### config.mk
export PLATFORM = sky130hd
export DESIGN_NAME = instr_sequencer
export DESIGN_NICKNAME = d
export VERILOG_FILES = /design/src/rtl/instr_sequencer_pkg.sv /design/src/rtl/instr_decode.sv /design/src/rtl/instr_sequencer.sv
export SDC_FILE = /design/constraint.sdc
export NUM_CORES = 1
export LEC_CHECK = 0
export BUFFER_PORTS_ARGS = -buffer_cell sky130_fd_sc_hd__buf_2
export CORE_UTILIZATION = 44
export CTS_CLUSTER_DIAMETER = 100
export DETAILED_ROUTE_END_ITERATION = 12
export PLACE_DENSITY_LB_ADDON = 0.3
export RECOVER_POWER = 25
export REMOVE_ABC_BUFFERS = 1
export SETUP_SLACK_MARGIN = 0.15
export SLEW_MARGIN = 30
export SYNTH_ARGS = -nofsm -noshare
export SYNTH_HDL_FRONTEND = slang
export SYNTH_SLANG_ARGS = --single-unit
### constraint.sdc
create_clock -name clk -period 1.9 [get_ports clk]
set_clock_uncertainty 0.1 [all_clocks]
set_input_delay 0.19 -clock clk [delete_from_list [all_inputs] [get_ports clk]]
set_output_delay 0.19 -clock clk [all_outputs]
set_load 0.02 [all_outputs]
### src/rtl/instr_sequencer_pkg.sv
// rtl/instr_sequencer_pkg.sv - shared opcodes, state/class encodings and IR fields for instr_sequencer
package instr_sequencer_pkg;

    localparam int OPC_MSB = 31;
    localparam int OPC_LSB = 28;

    localparam logic [3:0] OP_NOP   = 4'h0;
    localparam logic [3:0] OP_AR_LO = 4'h1;
    localparam logic [3:0] OP_AR_HI = 4'h7;
    localparam logic [3:0] OP_LOAD  = 4'h8;
    localparam logic [3:0] OP_STORE = 4'h9;
    localparam logic [3:0] OP_MOVI  = 4'hA;
    localparam logic [3:0] OP_HALT  = 4'hF;

    localparam logic SEL_AR = 1'b0;
    localparam logic SEL_T  = 1'b1;

    typedef enum logic [2:0] {
        ST_FETCH,
        ST_DECODE,
        ST_EXEC,
        ST_MEMACC,
        ST_WB,
        ST_HALT
    } state_t;

    typedef enum logic [2:0] {
        CLS_NOP,
        CLS_AR,
        CLS_LOAD,
        CLS_STORE,
        CLS_MOVI,
        CLS_HALT,
        CLS_ILLEGAL
    } iclass_t;

endpackage

### src/rtl/instr_decode.sv
// rtl/instr_decode.sv - combinational opcode classifier and IR-to-regbank mux selects
module instr_decode
    import instr_sequencer_pkg::*;
(
    input  logic [3:0] opcode,
    output iclass_t    iclass,
    output logic       dest_sel,
    output logic       const_sel
);

    always_comb begin
        iclass = CLS_ILLEGAL;
        case (opcode)
            OP_NOP:   iclass = CLS_NOP;
            OP_LOAD:  iclass = CLS_LOAD;
            OP_STORE: iclass = CLS_STORE;
            OP_MOVI:  iclass = CLS_MOVI;
            OP_HALT:  iclass = CLS_HALT;
            default: begin
                if (opcode >= OP_AR_LO && opcode <= OP_AR_HI) begin
                    iclass = CLS_AR;
                end
            end
        endcase
    end

    // Only the T-type classes route the T fields; everything else keeps the AR path.
    always_comb begin
        dest_sel  = SEL_AR;
        const_sel = SEL_AR;
        if (iclass == CLS_LOAD || iclass == CLS_STORE || iclass == CLS_MOVI) begin
            dest_sel  = SEL_T;
            const_sel = SEL_T;
        end
    end

endmodule

### src/rtl/instr_sequencer.sv
// rtl/instr_sequencer.sv - multi-cycle fetch/decode/exec FSM owning PC and IR; INSTR_SEQ_TIMEOUT_EN adds mem_ack timeout and bus_err
module instr_sequencer
    import instr_sequencer_pkg::*;
#(
    parameter int unsigned     PC_W        = 32,
`ifdef INSTR_SEQ_TIMEOUT_EN
    parameter int unsigned     TIMEOUT_CYC = 15,
`endif
    parameter logic [PC_W-1:0] PC_RESET    = '0
) (
    input  logic            clk,
    input  logic            reset,
    input  logic [31:0]     mem_rdata,
    input  logic            mem_ack,
    output logic            mem_req,
    output logic            mem_we,
    output logic            mem_is_data,
    output logic [PC_W-1:0] pc,
    output logic [31:0]     ir,
    output logic            alu_start,
    input  logic            alu_done,
    output logic            dest_sel,
    output logic            const_sel,
    output logic            rb_we,
    output logic            halted,
`ifdef INSTR_SEQ_TIMEOUT_EN
    output logic            bus_err,
`endif
    output logic            illegal
);

    state_t  state;
    state_t  state_nx;
    iclass_t iclass;
    logic    dec_dest_sel;
    logic    dec_const_sel;
    logic    timeout;

    instr_decode u_decode (
        .opcode    (ir[OPC_MSB:OPC_LSB]),
        .iclass    (iclass),
        .dest_sel  (dec_dest_sel),
        .const_sel (dec_const_sel)
    );

`ifdef INSTR_SEQ_TIMEOUT_EN
    localparam int WAIT_W = $clog2(TIMEOUT_CYC + 1);

    logic [WAIT_W-1:0] wait_cnt;
    logic              waiting;

    assign waiting = mem_req && !mem_ack;
    // Fires on the TIMEOUT_CYC-th consecutive unacknowledged request cycle.
    assign timeout = waiting && (wait_cnt == WAIT_W'(TIMEOUT_CYC - 1));

    always_ff @(posedge clk or posedge reset) begin
        if (reset) begin
            wait_cnt <= '0;
            bus_err  <= 1'b0;
        end else begin
            if (state_nx != state || !waiting) begin
                wait_cnt <= '0;
            end else begin
                wait_cnt <= wait_cnt + 1'b1;
            end
            if (timeout) begin
                bus_err <= 1'b1;
            end
        end
    end
`else
    assign timeout = 1'b0;
`endif

    always_ff @(posedge clk or posedge reset) begin
        if (reset) begin
            state <= ST_FETCH;
        end else begin
            state <= state_nx;
        end
    end

    always_comb begin
        state_nx = state;
        case (state)
            ST_FETCH: begin
                if (mem_ack) begin
                    state_nx = ST_DECODE;
                end else if (timeout) begin
                    state_nx = ST_HALT;
                end
            end
            ST_DECODE: begin
                case (iclass)
                    CLS_HALT:            state_nx = ST_HALT;
                    CLS_AR:              state_nx = ST_EXEC;
                    CLS_LOAD, CLS_STORE: state_nx = ST_MEMACC;
                    CLS_MOVI:            state_nx = ST_WB;
                    default:             state_nx = ST_FETCH;
                endcase
            end
            ST_EXEC: begin
                if (alu_done) begin
                    state_nx = ST_WB;
                end
            end
            ST_MEMACC: begin
                if (mem_ack) begin
                    state_nx = (iclass == CLS_LOAD) ? ST_WB : ST_FETCH;
                end else if (timeout) begin
                    state_nx = ST_HALT;
                end
            end
            ST_WB:   state_nx = ST_FETCH;
            ST_HALT: state_nx = ST_HALT;
            default: state_nx = ST_FETCH;
        endcase
    end

    // Requests are gated by reset so an in-flight handshake drops without waiting for a clock.
    always_comb begin
        mem_req     = 1'b0;
        mem_is_data = 1'b0;
        mem_we      = 1'b0;
        rb_we       = 1'b0;
        illegal     = 1'b0;
        halted      = 1'b0;
        case (state)
            ST_FETCH:  mem_req = !reset;
            ST_MEMACC: begin
                mem_req     = !reset;
                mem_is_data = 1'b1;
                mem_we      = (iclass == CLS_STORE) && !reset;
            end
            ST_DECODE: illegal = (iclass == CLS_ILLEGAL);
            ST_WB:     rb_we   = 1'b1;
            ST_HALT:   halted  = 1'b1;
            default:   ;
        endcase
    end

    always_ff @(posedge clk or posedge reset) begin
        if (reset) begin
            pc        <= PC_RESET;
            ir        <= '0;
            dest_sel  <= SEL_AR;
            const_sel <= SEL_AR;
            alu_start <= 1'b0;
        end else begin
            alu_start <= (state == ST_DECODE) && (iclass == CLS_AR);
            if (state == ST_FETCH && mem_ack) begin
                ir <= mem_rdata;
                pc <= pc + PC_W'(4);
            end
            if (state == ST_DECODE) begin
                dest_sel  <= dec_dest_sel;
                const_sel <= dec_const_sel;
            end
        end
    end

endmodule
==> run metrics <==
setup ws final=-0.0787 ns; Synth top cells by count=dfrtp_1, mux2_2, xor2_1; sequential area share after synthesis=between 50 and 60%; Area growth, synth to finish=63.5%; initial antenna violation count=0; cells after synthesis=243; ant diodes=0; Slew headroom=48.9%; Setup TNS=-0.169 ns; Slew Limit Fails=0; Synth Register Bits=67; Overall Power=around 7000 uW; CTS clk-pin slew, worst paths=roughly 0.08 ns; multiplexer share of the synthesized area=12.4%; GP Congestion=~0.85; DRC viols=0; Synth cell types=35; Avg WL per Cell=between 15 and 20 um; clk root buf=clkbuf_8; Critical Path End Type=register; Reg2Reg Setup Slack=-0.08 ns; DR iter-0 viols=about 120; initial cell density of the core=between 40% and 50%; RSZ-0062 raised after global routing=true; Core Util, Final=about three quarters; Post-synth ARST share=100%; final hold viol count=0; most numerous cell in the Yosys netlist=dfrtp_1; GRT Util Overall=a little over a fifth; Compound-Gate Fraction of Synth Area=slightly below 3%; Most used DFF post-synth=dfrtp_1; CTS H-tree depth=3; Worst Path Arrival=around 2.1 ns; CP max FO=7; power per cell area=1460 mW/mm^2; min Tclk post-route=slightly below 2 ns; Peak supply drop=roughly 0.0011 V; area leader, netlist=dfrtp_1; CTS Buf Count=9; slew at the pin closest to its max-slew limit=between 0.7 and 0.8 ns; Initial DRT Pass Iterations=6; Die Ht=84.6 um; post-place setup slack=~0.17 ns; syn_area_per_cell=~12 sq um; outcome=finished, violations left; CTS sink count=between 60 and 70; Post-Synth Simple-Gate Area=~16%; DIE AREA=~0.0072 sq mm; mapped cell area=0.00300 sq mm; Req. time, crit path=approximately 2.1 ns; vias per std cell=5.26; final hold slack=around 0.17 ns; IO Count=109; Max Cap Viol=0; Tcrit/Tclk final=104%; Vias=between 2,000 and 3,000; vias in the first global route=between 2,000 and 2,500; clock buffer depth=2; Yosys warning total=0; std cell rows=29; Worst Hold Class=primary input to register; layout cells sized above 1=between 50% and 60%; Synth top area share=between 50 and 60%; CP Launch Type=register; worst-skew pair later-pin latency=between 0.3 and 0.4 ns; final setup violation count=4; XOR/XNOR share of the synthesized area=a little under a tenth; gr ovfl total=0; Core Region=~0.0065 sq mm; largest net degree at the start of global routing=37; leak pwr=0.00256 uW; failing checks=setup timing; largest family of logic cells by synthesized area=simple AND/OR/NAND/NOR gates; Die W=84.6 um; dpl hpwl=about 4600 um; Synth area leaders=dfrtp_1, mux2_2, xor2_1; final wirelength=8720 um; NumNets Final=455; Post-Synth Adder-Cell Area=less than 1%; Antenna Nets Post-Route=0; crit path kind=register to register; Max Clk Rate=about 0.51 GHz; # port buffers=106; first-pass GRT wire length=between 10,000 and 15,000 um; CTS tree=yes; number of enable flip-flop cells after synthesis=0
## timing repair
item | 4_1_cts | 5_1_grt
gates cloned | 0 | 5
hold endpoints to repair | 49 | 0
buffers inserted | 5 | 14
hold buffers | 33 | 0
pin swaps | 16 | 21
gates resized for setup | 27 | 67
setup endpoints to repair | 4 | 58
## power breakdown
part           leakage [uW]  switching, uW  internal [uW]
registers          0.000830            356           1890
clock network      0.000120            596            883
logic               0.00161           1720           1720
total               0.00256           2670           4490
## sequential cells by signal (all words and copies together), names as in the netlist
signal / flops
ir: 32
state: 3
pc: 30
alu_start: 1
const_sel: 1
## routing by layer
metal,part of all wire [%],global-route usage (%)
met1,42,26.4
met5,0,0
met4,1.4,9.71
met3,5.6,5.60
met2,51,35.6
## placed cells by master (no fill, tap or decap), types with 8 or more instances in the layout
cell	count
nand2_1	9
mux2_2	11
nand4_1	8
xnor2_1	11
clkbuf_8	9
mux2_4	22
buf_4	18
buf_2	101
nor3_4	10
buf_6	13
xor2_1	19
dfrtp_1	67
nand3_1	8
dlygate4sd3_1	33
## worst max-delay path: stages, from the launching register on
cell and delay (ns):
dfrtp_1 0.41, buf_6 0.14, nor4b_4 0.33, buf_6 0.20, nand4_4 0.15, nor4_4 0.34, xor2_1 0.22
## final timing paths
| kind | depth (start not counted) | to | from |
|---|---|---|---|
| min reg2reg | 1 | pc[31] | pc[31] |
| max | 6 | pc[30] | state[0] |
| max reg2reg | 6 | pc[30] | state[0] |
| max in group asynchronous | 4 | ir[6] | reset |
| min in group asynchronous | 3 | ir[16] | reset |
| min | 4 | state[1] | alu_done |
## area by class of cell
| type | count | area [sq um] |
|---|---|---|
| Clock buffer | 9 | 124 |
| Clock inverter | 7 | 124 |
| Fill cell | 405 | 1550 |
| Inverter | 6 | 25.0 |
| Multi-Input combinational cell | 160 | 1600 |
| Sequential cell | 67 | 1680 |
| Tap cell | 77 | 96.3 |
| Timing Repair Buffer | 174 | 1270 |
## through the flow
step / area (sq um) / cells
detailed placement: 3670 / 427
CTS: 4400 / 481
floorplan: 2950 / 232
global placement: 3670 / 427
finish: 4910 / 500
global route: 4910 / 500
## cells by family after synthesis
group / Yosys count
AND/OR/NAND/NOR: 78
other: 1
buffers and inverters: 18
AO/OA/AOI/OAI: 14
adder cells (fa/ha/maj): 1
XOR/XNOR: 31
multiplexers: 33
flip-flops: 67
(Power assumes the default switching activity.)
